===== src/rtl/instr_mem_loadable.sv =====
// ============================================================================
// instr_mem_loadable
// ----------------------------------------------------------------------------
// Instruction memory that is filled by a streaming program loader and then
// serves single-cycle registered fetches.
//
// A load begins with load_start. From then on every load_valid beat writes
// load_data to the next sequential address, starting at 0. The load ends after
// the beat that carries load_last, or after the beat that fills the last word,
// whichever comes first. Fetches are accepted only when the memory is READY.
// Loading and fetching are mutually exclusive, so the array never has a read
// and a write in the same cycle.
//
// Parameters
//   DEPTH        number of instruction words (2..4096, any value)
//   INSTR_WIDTH  bits per instruction word
//   AW           fetch/write address width
//   NOP_WORD     word returned for out-of-range fetches and used as the reset
//                value of fetch_instr
//
// Ports
//   clk          single clock, rising edge
//   reset        asynchronous active-high reset (memory array is not cleared)
//   load_start   begin a new program load at address 0 (any state)
//   load_valid   load_data is valid this cycle
//   load_data    next sequential program word
//   load_last    current load_valid word is the final one
//   ready        memory is loaded and fetches are accepted
//   load_count   words written in the current or most recent load
//   fetch_req    fetch request
//   fetch_addr   fetch address
//   fetch_stall  hold the fetch output registers and drop any request
//   fetch_valid  fetch_instr holds a returned word
//   fetch_instr  registered instruction
//   addr_err     returned fetch had fetch_addr >= DEPTH
// ============================================================================
module instr_mem_loadable #(
    parameter int                       DEPTH       = 256,
    parameter int                       INSTR_WIDTH = 9,
    parameter int                       AW          = $clog2(DEPTH),
    parameter logic [INSTR_WIDTH-1:0]   NOP_WORD    = '0
) (
    input  logic                    clk,
    input  logic                    reset,

    input  logic                    load_start,
    input  logic                    load_valid,
    input  logic [INSTR_WIDTH-1:0]  load_data,
    input  logic                    load_last,
    output logic                    ready,
    output logic [AW:0]             load_count,

    input  logic                    fetch_req,
    input  logic [AW-1:0]           fetch_addr,
    input  logic                    fetch_stall,
    output logic                    fetch_valid,
    output logic [INSTR_WIDTH-1:0]  fetch_instr,
    output logic                    addr_err
);

    localparam logic [1:0] ST_EMPTY = 2'd0;
    localparam logic [1:0] ST_LOAD  = 2'd1;
    localparam logic [1:0] ST_READY = 2'd2;

    // Address of the final word; a write here ends the load even without
    // load_last so the pointer never runs past the array.
    localparam logic [AW-1:0] LAST_PTR = AW'(DEPTH - 1);

    // DEPTH widened by one bit so the range check also works when DEPTH is
    // exactly 2**AW.
    localparam logic [AW:0]   DEPTH_W  = (AW + 1)'(DEPTH);

    logic [1:0]             state_q, state_d;
    logic [AW-1:0]          ptr_q, ptr_d;
    logic [AW:0]            count_q, count_d;
    logic                   valid_q, valid_d;
    logic [INSTR_WIDTH-1:0] instr_q, instr_d;
    logic                   err_q, err_d;

    logic                   mem_we;
    logic                   fetch_fire;
    logic                   addr_in_range;

    logic [INSTR_WIDTH-1:0] mem_q [DEPTH];

    // Load sequencing. load_start wins over a same-cycle load_valid so a
    // restart always begins cleanly at address 0. Beats outside LOAD are
    // ignored. An unused state encoding falls back to EMPTY.
    always_comb begin
        state_d = state_q;
        ptr_d   = ptr_q;
        count_d = count_q;
        mem_we  = 1'b0;
        if (load_start) begin
            state_d = ST_LOAD;
            ptr_d   = '0;
            count_d = '0;
        end else if (state_q == ST_LOAD) begin
            if (load_valid) begin
                mem_we  = 1'b1;
                ptr_d   = ptr_q + 1'b1;
                count_d = count_q + 1'b1;
                if (load_last || (ptr_q == LAST_PTR)) begin
                    state_d = ST_READY;
                end
            end
        end else if (state_q != ST_EMPTY && state_q != ST_READY) begin
            state_d = ST_EMPTY;
        end
    end

    // Fetch path. A stall freezes all three output registers and drops the
    // request. Without a stall, an idle cycle clears valid and addr_err but
    // leaves the last instruction visible.
    always_comb begin
        fetch_fire    = (state_q == ST_READY) && fetch_req && !fetch_stall;
        addr_in_range = ({1'b0, fetch_addr} < DEPTH_W);
        valid_d       = valid_q;
        instr_d       = instr_q;
        err_d         = err_q;
        if (!fetch_stall) begin
            valid_d = fetch_fire;
            err_d   = 1'b0;
            if (fetch_fire) begin
                if (addr_in_range) begin
                    instr_d = mem_q[fetch_addr];
                end else begin
                    instr_d = NOP_WORD;
                    err_d   = 1'b1;
                end
            end
        end
    end

    // Control and output registers; reset abandons any load in progress.
    always_ff @(posedge clk or posedge reset) begin
        if (reset) begin
            state_q <= ST_EMPTY;
            ptr_q   <= '0;
            count_q <= '0;
            valid_q <= 1'b0;
            instr_q <= NOP_WORD;
            err_q   <= 1'b0;
        end else begin
            state_q <= state_d;
            ptr_q   <= ptr_d;
            count_q <= count_d;
            valid_q <= valid_d;
            instr_q <= instr_d;
            err_q   <= err_d;
        end
    end

    // Program storage has no reset, so words survive reset and any words
    // not rewritten by a later load keep their previous contents.
    always_ff @(posedge clk) begin
        if (mem_we) begin
            mem_q[ptr_q] <= load_data;
        end
    end

    assign ready       = (state_q == ST_READY);
    assign load_count  = count_q;
    assign fetch_valid = valid_q;
    assign fetch_instr = instr_q;
    assign addr_err    = err_q;

endmodule


===== config.mk =====
export PLATFORM = sky130hd
export DESIGN_NAME = instr_mem_loadable
export DESIGN_NICKNAME = d
export VERILOG_FILES = /design/src/rtl/instr_mem_loadable.sv
export SDC_FILE = /design/constraint.sdc
export NUM_CORES = 2
export LEC_CHECK = 0
export CAP_MARGIN = 10
export CORE_ASPECT_RATIO = 0.5
export CORE_UTILIZATION = 53
export CTS_CLUSTER_DIAMETER = 80
export CTS_CLUSTER_SIZE = 25
export DETAILED_ROUTE_END_ITERATION = 12
export GPL_TIMING_DRIVEN = 1
export MAX_ROUTING_LAYER = met4
export PLACE_DENSITY = 0.69
export SYNTH_ARGS = -nofsm -noshare
export SYNTH_HDL_FRONTEND = slang
export SYNTH_SLANG_ARGS = --single-unit

===== constraint.sdc =====
create_clock -name clk -period 2.8 [get_ports clk]
set_input_delay 0.56 -clock clk [delete_from_list [all_inputs] [get_ports clk]]
set_output_delay 0.56 -clock clk [all_outputs]
set_load 0.1 [all_outputs]

Word level (Yosys, flattened, before mapping)
Memories as Yosys holds them, arrays and structs flattened. A register that Yosys moved wholly into a read port is not among the register bits.
Index checks and enable logic that the tools add are counted.
{"block": "classes", "mux": 16, "n_addsub": 2, "n_bitwise": 1, "eq_ne": 6, "n_reduce_logical": 12}
{"operator": "2-to-1 mux 9 bit", "count": 3}
{"operator": "2-to-1 mux 8 bit", "count": 3}
{"operator": "2-to-1 mux 2 bit", "count": 5}
{"operator": "adder 9 x 1 -> 9 bit, second input constant", "count": 1}
{"operator": "adder 8 x 1 -> 8 bit, second input constant", "count": 1}
{"operator": "equality test 8 bit, second input constant", "count": 1}
{"operator": "nonzero test 2 bit", "count": 3}
{"operator": "2-to-1 mux 1 bit", "count": 5}
{"operator": "AND reduction 2 bit", "count": 2}
{"operator": "logical AND 1 bit", "count": 3}
{"operator": "!= test 3 x 2 -> 1 bit, second input constant", "count": 1}
{"operator": "!= test 3 bit, second input constant", "count": 1}
{"operator": "AND reduction 3 bit", "count": 1}
{"operator": "nonzero test 3 bit", "count": 1}
{"operator": "equality test 2 x 1 -> 1 bit, second input constant", "count": 1}
{"operator": "equality test 2 bit, second input constant", "count": 1}
{"operator": "!= test 2 bit, second input constant", "count": 1}
{"operator": "zero test 1 bit", "count": 1}
{"operator": "logical OR 1 bit", "count": 1}
{"operator": "NOT 1 bit", "count": 1}
{"block": "totals", "elab_cells": 42, "mem_bits_rw": 2304, "reg_bits": 20, "mem_count": 1}
{"name": "mem_q", "depth": 256, "word_bits": 9, "rd": 1, "rd_ports_with_merged_regs": 1, "wr": 1, "line_no": "84", "source": "logic [INSTR_WIDTH-1:0] mem_q [DEPTH];"}

Logic depth before layout (Yosys ltp)
{"block": "logic_depth", "ltp_word": 6, "mapped_depth": 12}

Worst setup path before layout
Ideal clock, no wire load.
{"block": "synth_timing", "path_type": "input -> register", "startpoint": "input port load_valid", "endpoint": "memory mem_q[219][0], enable pin", "path_slack_ns": 0.334, "required_ns": 2.426, "arrival_ns": 2.092, "setup_ns": 0.374, "stages": 6, "cell_sequence": "and2_1 clkbuf_1 clkbuf_1 nand3_1 clkbuf_1 nor2_1"}
{"block": "synth_between", "elab_chain_len": 5}
{"item": "start, declared", "line_no": "47", "source": "input logic load_valid,"}
{"item": "2-to-1 mux 1 bit", "line_no": "99", "source": "if (load_valid) begin"}
{"item": "2-to-1 mux 1 bit", "line_no": "98", "source": "end else if (state_q == ST_LOAD) begin"}
{"item": "2-to-1 mux 1 bit", "line_no": "94", "source": "if (load_start) begin"}
{"item": "2-to-1 mux 1 bit", "line_no": "157", "source": "if (mem_we) begin"}
{"item": "2-to-1 mux 1 bit (not written as such)", "line_no": "158", "source": "mem_q[ptr_q] <= load_data;"}
{"item": "end, declared", "line_no": "84"}
No other way between the ends.

==> flow_summary.ini <==
[outcome]
status = completed

[place]
io_buffers = 43
globalplace.congestion = 0.9661
post-place-ws_ns = -1.180
dp_cells = 7443
dp_hpwl_mm = 156.9

[sta]
max_slew_margin_pct = 38.84
clock_skew_ns = 0.02414
rsz0062_at_grt = no
worstMarginPinSlew_ns = 0.9174
worst_slack_ns = 0.03104
hold_viol = 0
timing.fmax_ghz = 0.3611
fin_crit_ns = 2.769
fin_crit_sh_pct = 98.89
finalSetupViolCount = 0
slew_viol_final = 0

[synth]
syn_inst = 4549
yosysWarnings = 0
yosysSeqAreaShare_pct = 76.81
ys_async_sr_fraction_pct = 1.243
syn-cell-area_um2 = 91020
synth_edf_count = 2304
syn_area_per_cell_um2 = 20.01
synth-main-ff-cell = edfxtp_1
syn_nets = 4578
synth_cell_types = 73
ys_ff_latch = 2333

[final_layout]
seqCellArea_um2 = 69910
final_nets = 5288
multi_input_area_um2 = 19340
filler_cell_count = 11810
layout_common_cells = 2304 x edfxtp_1, 761 x buf_4, 395 x mux4_2
syn2layout_area_growth_pct = 13.22
final_common_cell = edfxtp_1
drive_above_1_share_pct = 26.94
fin_cells = 7599

[floorplan]
core-area_um2 = 170400
dieArea_um2 = 173500
die_h_um = 295.0
num_rows = 107
die-width_um = 588.1
initial_core_util_pct = 53.40
ios = 45

[flow_run]
drv_cap = 0

[worst_setup_path]
critPathCaptureType = flip-flop
path_max_fanout = 9
reg2reg_from = state_q[0]$_DFFE_PP0P_
crit_path_start = fetch_addr[5]
cp-start-kind = input port
required_ns = 3.46
worstPathArrival_ns = 3.43
path_class = input port to flip-flop

[routing]
viasPerCell = 6.376
antenna_left = 0
route.detailed.drc = 0
drt_iter0_drc = 7025
routedWlPerCell_um = 30.47
vias = 48450
firstDrtPassIters = 9
drt_wl_total_mm = 231.5

[power]
peakVddDrop_uv = 460.5
finalPower_w = 0.05982
p_per_area_nw_per_um2 = 580.5
power_leakage_nw = 33.95

[global_routing]
grt_pass1_vias = 47520
grt_usage_pct = 27.46
grt.overflow.total = 0
grt_max_degree = 88
grt_antenna_before_repair = 7
grt_pass1_wl_mm = 332.2

[clock_tree]
cts_hold_buf = 0
cts-root-buf = clkbuf_16
clk_path_buf_depth = 3
clkSlewWorstSetupHoldPaths_ns = 0.10
cts_tree = yes
cts_buffers = 103
cts_sinks = 2333
htree_levels = 3
clock_latency_ns = 0.77

[worst_hold_path]
hp-class = input port to async pin
==> worst max-delay path: stages <==
cell,delay (ns)
clkdlybuf4s50_1,0.46
buf_12,0.17
buf_4,0.15
nor2_1,0.17
nand2_1,0.17
buf_4,0.22
nor3_1,0.52
nor3_1,0.12
buf_4,0.18
o41ai_1,0.11
nor4_1,0.12
buf_4,0.19
a211o_1,0.27
==> area by class of cell <==
type                       instances  share of cell area (%)
sequential                      2333                   67.84
multi-input combinational       1929                   18.77
timing repair buffer             884                   7.763
tap                             2289                   2.779
clock buffer                     151                   2.759
clock inverter                     3                 0.04735
inverter                           8                 0.03157
antenna                            2                0.004857
==> final timing paths <==
kind / to / slack [ns] / cells after the start
setup / recovery: fetch_instr[2]$_DFFE_PP0P_ / 0.03 / 13
hold / removal: load_count[7]$_DFFE_PP0P_ / 0.18 / 3
setup reg to reg: fetch_instr[2]$_DFFE_PP0P_ / 0.06 / 9
hold reg to reg: fetch_valid$_DFFE_PP0N_ / 0.51 / 2
max in group asynchronous: fetch_instr[0]$_DFFE_PP0P_ / 2.27 / 3
min in group clk: mem_q[149][6]$_DFFE_PP_ / 0.35 / 1
==> per-layer routing <==
metal  GRT usage, %  up-vias  share of wire (%)  routed length (um)
met2          41.91     2770                 47              108200
met5              -        -                  0                   0
met3          4.839      379                 11               25260
met4          7.630        0                3.1                7267
met1          38.62    25300                 39               90830
li1               -    20000                  -                   -
==> sequential cells by signal (all words and copies together) (netlist names) <==
signal	count
ptr_q	8
load_count	9
fetch_valid	1
fetch_instr	9
state_q	2
mem_q	2304
==> cells in the mapped netlist, drive strengths merged (2+ instances only) <==
library cell | number | area (um2)
a2111oi | 7 | 67.56
nor2b | 9 | 56.30
mux4 | 395 | 8896
ha | 5 | 62.56
mux2i | 380 | 3804
or2 | 3 | 18.77
a32oi | 6 | 52.55
and3 | 4 | 25.02
a221oi | 10 | 93.84
nand4 | 18 | 112.6
dfrtp | 29 | 725.7
nand2b | 7 | 43.79
a22o | 5 | 43.79
nor2 | 313 | 1175
clkbuf | 100 | 376.6
nor4 | 13 | 81.33
a21oi | 54 | 270.3
nor3 | 28 | 145.1
nand3b | 5 | 45.04
or3 | 8 | 50.05
nand3 | 58 | 295.3
o221ai | 77 | 693.2
nand2 | 133 | 499.2
o21ai | 79 | 395.4
o22ai | 117 | 732.0
xnor2 | 4 | 35.03
xor2 | 9 | 78.83
a211oi | 51 | 392.9
nor3b | 3 | 22.52
a211o | 12 | 105.1
o31ai | 11 | 82.58
o311ai | 2 | 17.52
inv | 7 | 26.28
a32o | 6 | 60.06
or3b | 6 | 52.56
a221o | 2 | 20.02
mux2 | 25 | 281.5
buf | 179 | 1401
edfxtp | 2304 | 69190
a22oi | 43 | 322.8
and2 | 5 | 31.28
o32ai | 2 | 17.52
==> kinds of logic (layout without fill, tap and decap cells) <==
| family | count (synthesis) | after routing | synth area share [%] |
|---|---|---|---|
| compound gates | 492 | 492 | 3.771 |
| xor+xnor | 13 | 13 | 0.1251 |
| fa+ha+maj | 5 | 5 | 0.06874 |
| buf+inv | 287 | 1046 | 1.986 |
| flops | 2333 | 2333 | 76.81 |
| mux | 800 | 800 | 14.26 |
| other cells | 1 | 3 | 0.004120 |
| simple gates | 618 | 618 | 2.969 |
==> power breakdown <==
group | switching, W | internal [W]
combinational | 0.00255 | 0.00158
sequential | 0.0000639 | 0.0383
clock | 0.0102 | 0.00710
total | 0.0128 | 0.0470
==> what timing repair did <==
item | 4_1_cts | 5_1_grt
buffers inserted | 0 | 0
resized for setup | 2 | 2
setup endpoints to repair | 2 | 2
==> through the flow <==
stage                     TNS, ns  utilization [%]  hold WS [ns]  area, um2
after floorplan                 0                -        0.5764      91020
after global placement     -5.727            58.75        0.4938     100100
after detailed placement   -5.720            58.75        0.4774     100100
after CTS                       0            60.45        0.1597     103000
after global routing            0            60.47        0.1812     103000
final                           0            60.47        0.1825     103000
Power figures use the tool's default switching activity.
